### src/rtl/adsr_pkg.sv
// ADSR envelope shared types: state encoding, level width and saturating step helpers.
// Latency: none (types and pure functions only).
// Backpressure: none (no handshaked interfaces).
package adsr_pkg;

    localparam int                 LEVEL_W   = 8;
    localparam logic [LEVEL_W-1:0] LEVEL_MAX = 8'd255;

    typedef enum logic [2:0] {
        IDLE    = 3'd0,
        ATTACK  = 3'd1,
        DECAY   = 3'd2,
        SUSTAIN = 3'd3,
        RELEASE = 3'd4
    } adsr_state_t;

    function automatic logic [LEVEL_W-1:0] level_inc_sat(input logic [LEVEL_W-1:0] lvl);
        return (lvl == LEVEL_MAX) ? LEVEL_MAX : lvl + 1'b1;
    endfunction

    function automatic logic [LEVEL_W-1:0] level_dec_sat(input logic [LEVEL_W-1:0] lvl,
                                                        input logic [LEVEL_W-1:0] amt);
        return (lvl > amt) ? lvl - amt : '0;
    endfunction

endpackage

### src/rtl/adsr_duty_ctrl_period_cnt.sv
// Free-running PWM period counter; tick is high while the count sits at period_in-1.
// Latency: tick is combinational from the count register, one cycle wide every period_in cycles.
// Backpressure: none; always counts.
module adsr_duty_ctrl_period_cnt #(
    parameter int period_in = 256
) (
    input  logic clk_in,
    input  logic rst_in,
    output logic tick
);

    localparam int CNT_W = (period_in > 1) ? $clog2(period_in) : 1;
    localparam logic [CNT_W-1:0] CNT_LAST = CNT_W'(period_in - 1);

    logic [CNT_W-1:0] cnt;

    always_ff @(posedge clk_in) begin
        if (rst_in) begin
            cnt <= '0;
        end else if (cnt == CNT_LAST) begin
            cnt <= '0;
        end else begin
            cnt <= cnt + 1'b1;
        end
    end

    assign tick = (cnt == CNT_LAST);

endmodule

### src/rtl/adsr_duty_ctrl.sv
// ADSR envelope sequencer driving one PWM voice's duty and gate; EXP_RELEASE_EN selects an exponential release tail.
// Latency: note events act on the next edge; the level moves only on PWM-period ticks.
// Backpressure: none; note pulses are consumed every cycle, dc_out holds steady between ticks.
module adsr_duty_ctrl
    import adsr_pkg::*;
#(
    parameter int PERIOD = 256
) (
    input  logic               clk_in,
    input  logic               rst_in,
    input  logic               note_on_in,
    input  logic               note_off_in,
    input  logic [LEVEL_W-1:0] attack_rate_in,
    input  logic [LEVEL_W-1:0] decay_rate_in,
    input  logic [LEVEL_W-1:0] sustain_in,
    input  logic [LEVEL_W-1:0] release_rate_in,
    output logic [LEVEL_W-1:0] dc_out,
    output logic               gate_out,
    output logic [2:0]         state_out
);

    logic               tick;
    adsr_state_t        state, state_nxt;
    logic [LEVEL_W-1:0] level, level_nxt;
    logic [LEVEL_W-1:0] rate_cnt, rate_cnt_nxt;
    logic [LEVEL_W-1:0] cur_rate;
    logic [LEVEL_W-1:0] rate_cnt_adv;
    logic [LEVEL_W-1:0] rel_amt;
    logic [LEVEL_W-1:0] cand;
    logic               rate_hit;
    logic               ev_release;
    logic               ev_attack;
    logic               gate;

    adsr_duty_ctrl_period_cnt #(
        .period_in (PERIOD)
    ) u_period_cnt (
        .clk_in (clk_in),
        .rst_in (rst_in),
        .tick   (tick)
    );

    always_comb begin
        cur_rate = '0;
        case (state)
            ATTACK:  cur_rate = attack_rate_in;
            DECAY:   cur_rate = decay_rate_in;
            RELEASE: cur_rate = release_rate_in;
            default: cur_rate = '0;
        endcase
    end

    // Rates are read live, so a rate dropped below rate_cnt steps on the very next tick.
    assign rate_hit     = ({1'b0, rate_cnt} + 9'd1) >= {1'b0, cur_rate};
    assign rate_cnt_adv = rate_hit ? '0 : level_inc_sat(rate_cnt);

`ifdef EXP_RELEASE_EN
    assign rel_amt = ((level >> 3) == '0) ? LEVEL_W'(1) : (level >> 3);
`else
    assign rel_amt = LEVEL_W'(1);
`endif

    // note_off wins a same-cycle conflict; retrigger keeps the current level.
    assign ev_release = note_off_in && (state == ATTACK || state == DECAY || state == SUSTAIN);
    assign ev_attack  = !note_off_in && note_on_in && (state != ATTACK);

    always_comb begin
        state_nxt    = state;
        level_nxt    = level;
        rate_cnt_nxt = rate_cnt;
        cand         = level;
        if (ev_release) begin
            state_nxt    = RELEASE;
            rate_cnt_nxt = '0;
        end else if (ev_attack) begin
            state_nxt    = ATTACK;
            rate_cnt_nxt = '0;
            if (state == IDLE) begin
                level_nxt = '0;
            end
        end else if (tick) begin
            case (state)
                IDLE: begin
                    level_nxt    = '0;
                    rate_cnt_nxt = '0;
                end
                ATTACK: begin
                    if (attack_rate_in == '0) begin
                        cand = LEVEL_MAX;
                    end else if (rate_hit) begin
                        cand = level_inc_sat(level);
                    end
                    level_nxt = cand;
                    if (cand == LEVEL_MAX) begin
                        state_nxt    = DECAY;
                        rate_cnt_nxt = '0;
                    end else begin
                        rate_cnt_nxt = rate_cnt_adv;
                    end
                end
                DECAY: begin
                    if (decay_rate_in == '0) begin
                        cand = sustain_in;
                    end else if (rate_hit) begin
                        cand = level_dec_sat(level, LEVEL_W'(1));
                    end
                    if (cand <= sustain_in) begin
                        level_nxt    = sustain_in;
                        state_nxt    = SUSTAIN;
                        rate_cnt_nxt = '0;
                    end else begin
                        level_nxt    = cand;
                        rate_cnt_nxt = rate_cnt_adv;
                    end
                end
                SUSTAIN: begin
                    level_nxt    = sustain_in;
                    rate_cnt_nxt = '0;
                end
                RELEASE: begin
                    if (release_rate_in == '0) begin
                        cand = '0;
                    end else if (rate_hit) begin
                        cand = level_dec_sat(level, rel_amt);
                    end
                    level_nxt = cand;
                    if (cand == '0) begin
                        state_nxt    = IDLE;
                        rate_cnt_nxt = '0;
                    end else begin
                        rate_cnt_nxt = rate_cnt_adv;
                    end
                end
                default: begin
                    state_nxt    = IDLE;
                    level_nxt    = '0;
                    rate_cnt_nxt = '0;
                end
            endcase
        end
    end

    always_ff @(posedge clk_in) begin
        if (rst_in) begin
            state    <= IDLE;
            level    <= '0;
            rate_cnt <= '0;
            gate     <= 1'b0;
        end else begin
            state    <= state_nxt;
            level    <= level_nxt;
            rate_cnt <= rate_cnt_nxt;
            gate     <= (state_nxt != IDLE);
        end
    end

    assign dc_out    = level;
    assign gate_out  = gate;
    assign state_out = state;

endmodule
### config.mk
export PLATFORM = sky130hd
export DESIGN_NAME = adsr_duty_ctrl
export DESIGN_NICKNAME = d
export VERILOG_FILES = /design/src/rtl/adsr_pkg.sv /design/src/rtl/adsr_duty_ctrl_period_cnt.sv /design/src/rtl/adsr_duty_ctrl.sv
export SDC_FILE = /design/constraint.sdc
export NUM_CORES = 1
export LEC_CHECK = 0
export ABC_AREA = 1
export CAP_MARGIN = 10
export CORE_ASPECT_RATIO = 1.4
export CORE_UTILIZATION = 50
export CTS_BUF_LIST = sky130_fd_sc_hd__clkbuf_8
export CTS_CLUSTER_SIZE = 12
export DETAILED_ROUTE_END_ITERATION = 10
export GPL_ROUTABILITY_DRIVEN = 0
export PLACE_DENSITY = 0.76
export SETUP_SLACK_MARGIN = 0.05
export SYNTH_ARGS = -nofsm -noshare
export SYNTH_HDL_FRONTEND = slang
export SYNTH_SLANG_ARGS = --single-unit
### constraint.sdc
create_clock -name clk_in -period 5 [get_ports clk_in]
set_input_delay 1 -clock clk_in [delete_from_list [all_inputs] [get_ports clk_in]]
set_output_delay 1 -clock clk_in [all_outputs]
set_load 0.02 [all_outputs]
==> results.md <==
- Final ANT Viol Nets: 0
- DP Wirelength: around 7100 um
- CP Max Fanout: 17
- CP endpoint kind: register
- Die width: 66.7 um
- Routed WL per cell: between 10 and 15 um
- Starting Density: between 50% and 60%
- Tot GR Track Use: about 30%
- Slew HR: 54.1%
- Setup crit start kind: primary input
- Min-Delay Path Class: reg -> reg
- Syn Area/Cell: approximately 6.1 um^2
- Iter 0 DRT Violations: 328
- Worst IR Drop VDD: 302 uV
- Net Count, Synth: between 500 and 600
- Register bit count reported by yosys: 28
- Die area: roughly 0.0062 mm^2
- Final min period: 4570 ps
- Fillcell total: 530
- Cts hold-fix bufs: 0
- Status: completed
- XOR/XNOR Fraction of Synth Area: around 1.2%
- Most common cell in the netlist: nand2_1
- Synth Area in Simple Gates: ~42%
- Number of synthesized flops with an enable pin: 0
- Clock Latency Late Sink: approximately 280 ps
- Synth top cells by count: nand2_1, nand3_1, inv_1, nor2_1, a21oi_1
- Gr ovfl total: 0
- Largest family of logic cells by synthesized area: simple AND/OR/NAND/NOR gates
- Compound-Gate Fraction of Synth Area: a little under a fifth
- CTS Buf Count: 3
- Num rows: 32
- Clock slew at reported path FFs: around 100 ps
- Critical path class: in -> reg
- Post-route clock skew: around 15 ps
- Setup slack after layout: approximately 430 ps
- # clock sinks: 28
- Leakage power: about 1.6 nW
- Cell taking the most area after synthesis: dfxtp_1
- Share of layout cells above drive strength 1: a little under a tenth
- DRT Pass-1 Iters: 6
- Post-Synthesis Cell Area: a little under 0.003 mm^2
- FFs w/ async S/R, synth: 0%
- Fin. Hold Viols: 0
- Ports: 48
- Chip height: slightly above 90 um
- Layout area overhead: 22.6%
- Cells after synthesis: 481
- Htree depth: 1
- Fin cells: around 600
- Via Count: 3456
- Vias per inst: between 5 and 6
- Synth top area share: 19.1%
- Fin nets: roughly 600
- Hold WS: roughly 450 ps
- Slew Viols, Final: 0
- Maxcap violations: 0
- Placement Setup Slack: -187 ps
- Tcrit/Tclk final: between 90% and 100%
- Vias in the first global route: between 3000 and 4000
- Core Region: 0.00557 mm^2
- Root Buffer: clkbuf_8
- Total Wirelength: about 8800 um
- CTS tree: built
- Antenna cells: 0
- Antenna violations before repair: 0
- Top area cells in the synthesized netlist: dfxtp_1, nand2_1, nand3_1
- Dpl cells: 590
- Synthesis Warnings: 0
- Sequential area share after synthesis: between 10% and 20%
- Pwr dens: approximately 220 mW/mm^2
- Largest net degree at the start of global routing: 18
- Worst-margin pin slew: 688 ps
- RSZ-0062 raised after global routing: false
- Ys flop type: dfxtp_1
- WP data required: approximately 5200 ps
- Clk buf depth: 2
- Mux contribution to synthesized area: 0%
- Port bufs: 47
- Synthesized-area fraction occupied by adder cells: under 10%
- Yosys cell types: 42
- WP data arrival: roughly 4800 ps
- Setup Viol. Count Final: 0
- Global-route wire length before repair: 14700 um
- Drt drc: 0
- Max Clock Freq: about 220 MHz
## registers in the layout (all words and copies together) (netlist names)
signal,count
dc_out,8
u_period_cnt.cnt,8
gate_out,1
rate_cnt,8
state_out,3
## layer usage
layer | share of wire (%) | track usage, % | vias up
met5 | 0 | 0 | -
met4 | 6.1 | 18.4 | 0
met3 | 4.4 | 6.03 | 52
met2 | 51 | 55.1 | 143
met1 | 38 | 32.0 | 1548
li1 | - | - | 1713
## cells by family (layout without fill, tap and decap cells)
family | Yosys count | in the layout
buf+inv | 76 | 126
xor+xnor | 4 | 4
flops | 28 | 28
fa+ha+maj | 21 | 21
simple gates | 266 | 266
compound gates | 86 | 86
## cell type report
type	instances	area, um^2	share of cell area [%]
Sequential cell	28	561	15.6
Multi-Input combinational cell	377	2090	58.1
Timing Repair Buffer	56	538	15.0
Inverter	66	248	6.90
Tap cell	68	85.1	2.37
Clock inverter	1	30.0	0.837
Clock buffer	3	41.3	1.15
## per-stage QoR
step / setup TNS (ps) / power (W) / util, % / area [um^2]
2_1_floorplan: 0 / 0.000482 / - / 2930
3_3_place_gp: 0 / 0.000574 / 62.2 / 3460
3_5_place_dp: -1530 / 0.000579 / 62.2 / 3460
4_1_cts: 0 / 0.000759 / 63.5 / 3530
5_1_grt: 0 / 0.000839 / 64.5 / 3590
6_report: 0 / 0.000779 / 64.5 / 3590
## worst paths after layout
check | start | to | depth (start not counted) | slack [ps]
setup / recovery | release_rate_in[2] | dc_out[3] | 28 | 430
setup reg to reg | state_out[0] | dc_out[3] | 28 | 590
hold / removal | u_period_cnt.cnt[0] | u_period_cnt.cnt[0] | 1 | 450
hold reg to reg | u_period_cnt.cnt[0] | u_period_cnt.cnt[0] | 1 | 450
## layout by cell type (no fill, tap or decap), types with 4 or more instances in the layout
cell             instances
a22o_1                   4
nor4_1                   6
clkdlybuf4s50_1         47
inv_1                   58
nand2_2                  5
nor2_1                  37
nor3_1                   7
nand2_1                129
o21ai_0                 19
a21oi_1                 34
o21ai_1                  9
dfxtp_1                 28
nand3_1                 62
ha_1                    21
buf_4                    9
inv_2                    8
## power breakdown
group | total, W | switching (W) | leakage, nW | internal (W)
registers | 0.000235 | 0.00000667 | 0.227 | 0.000228
logic | 0.000366 | 0.000222 | 1.34 | 0.000144
clock network | 0.000178 | 0.0000706 | 0.0357 | 0.000107
## timing repair
| action | CTS | global route |
|---|---|---|
| endpoints found under the setup margin | 0 | 18 |
| buffers inserted | 0 | 5 |
| resized for setup | 0 | 4 |
## worst max-delay path, stage by stage
cell and delay [ps]:
clkdlybuf4s50_1 490, inv_1 50, nor2_1 130, a221oi_2 50
ha_1 320, nand2_1 50, inv_1 50, nand3_1 70
nand3_1 70, nand2_1 50, nand2_1 100, nand2_4 120
nand2_4 180, nand2_1 100, nand3_1 100, o21ai_0 150
ha_1 340, nand2_1 80, nor2_1 160, nand3_1 80
o21ai_0 290, nor2_1 70, nor2_1 90, buf_4 160
nand2_1 60, o2111ai_1 170, nand2_1 100, a21oi_1 130
Power figures use the tool's default switching activity.
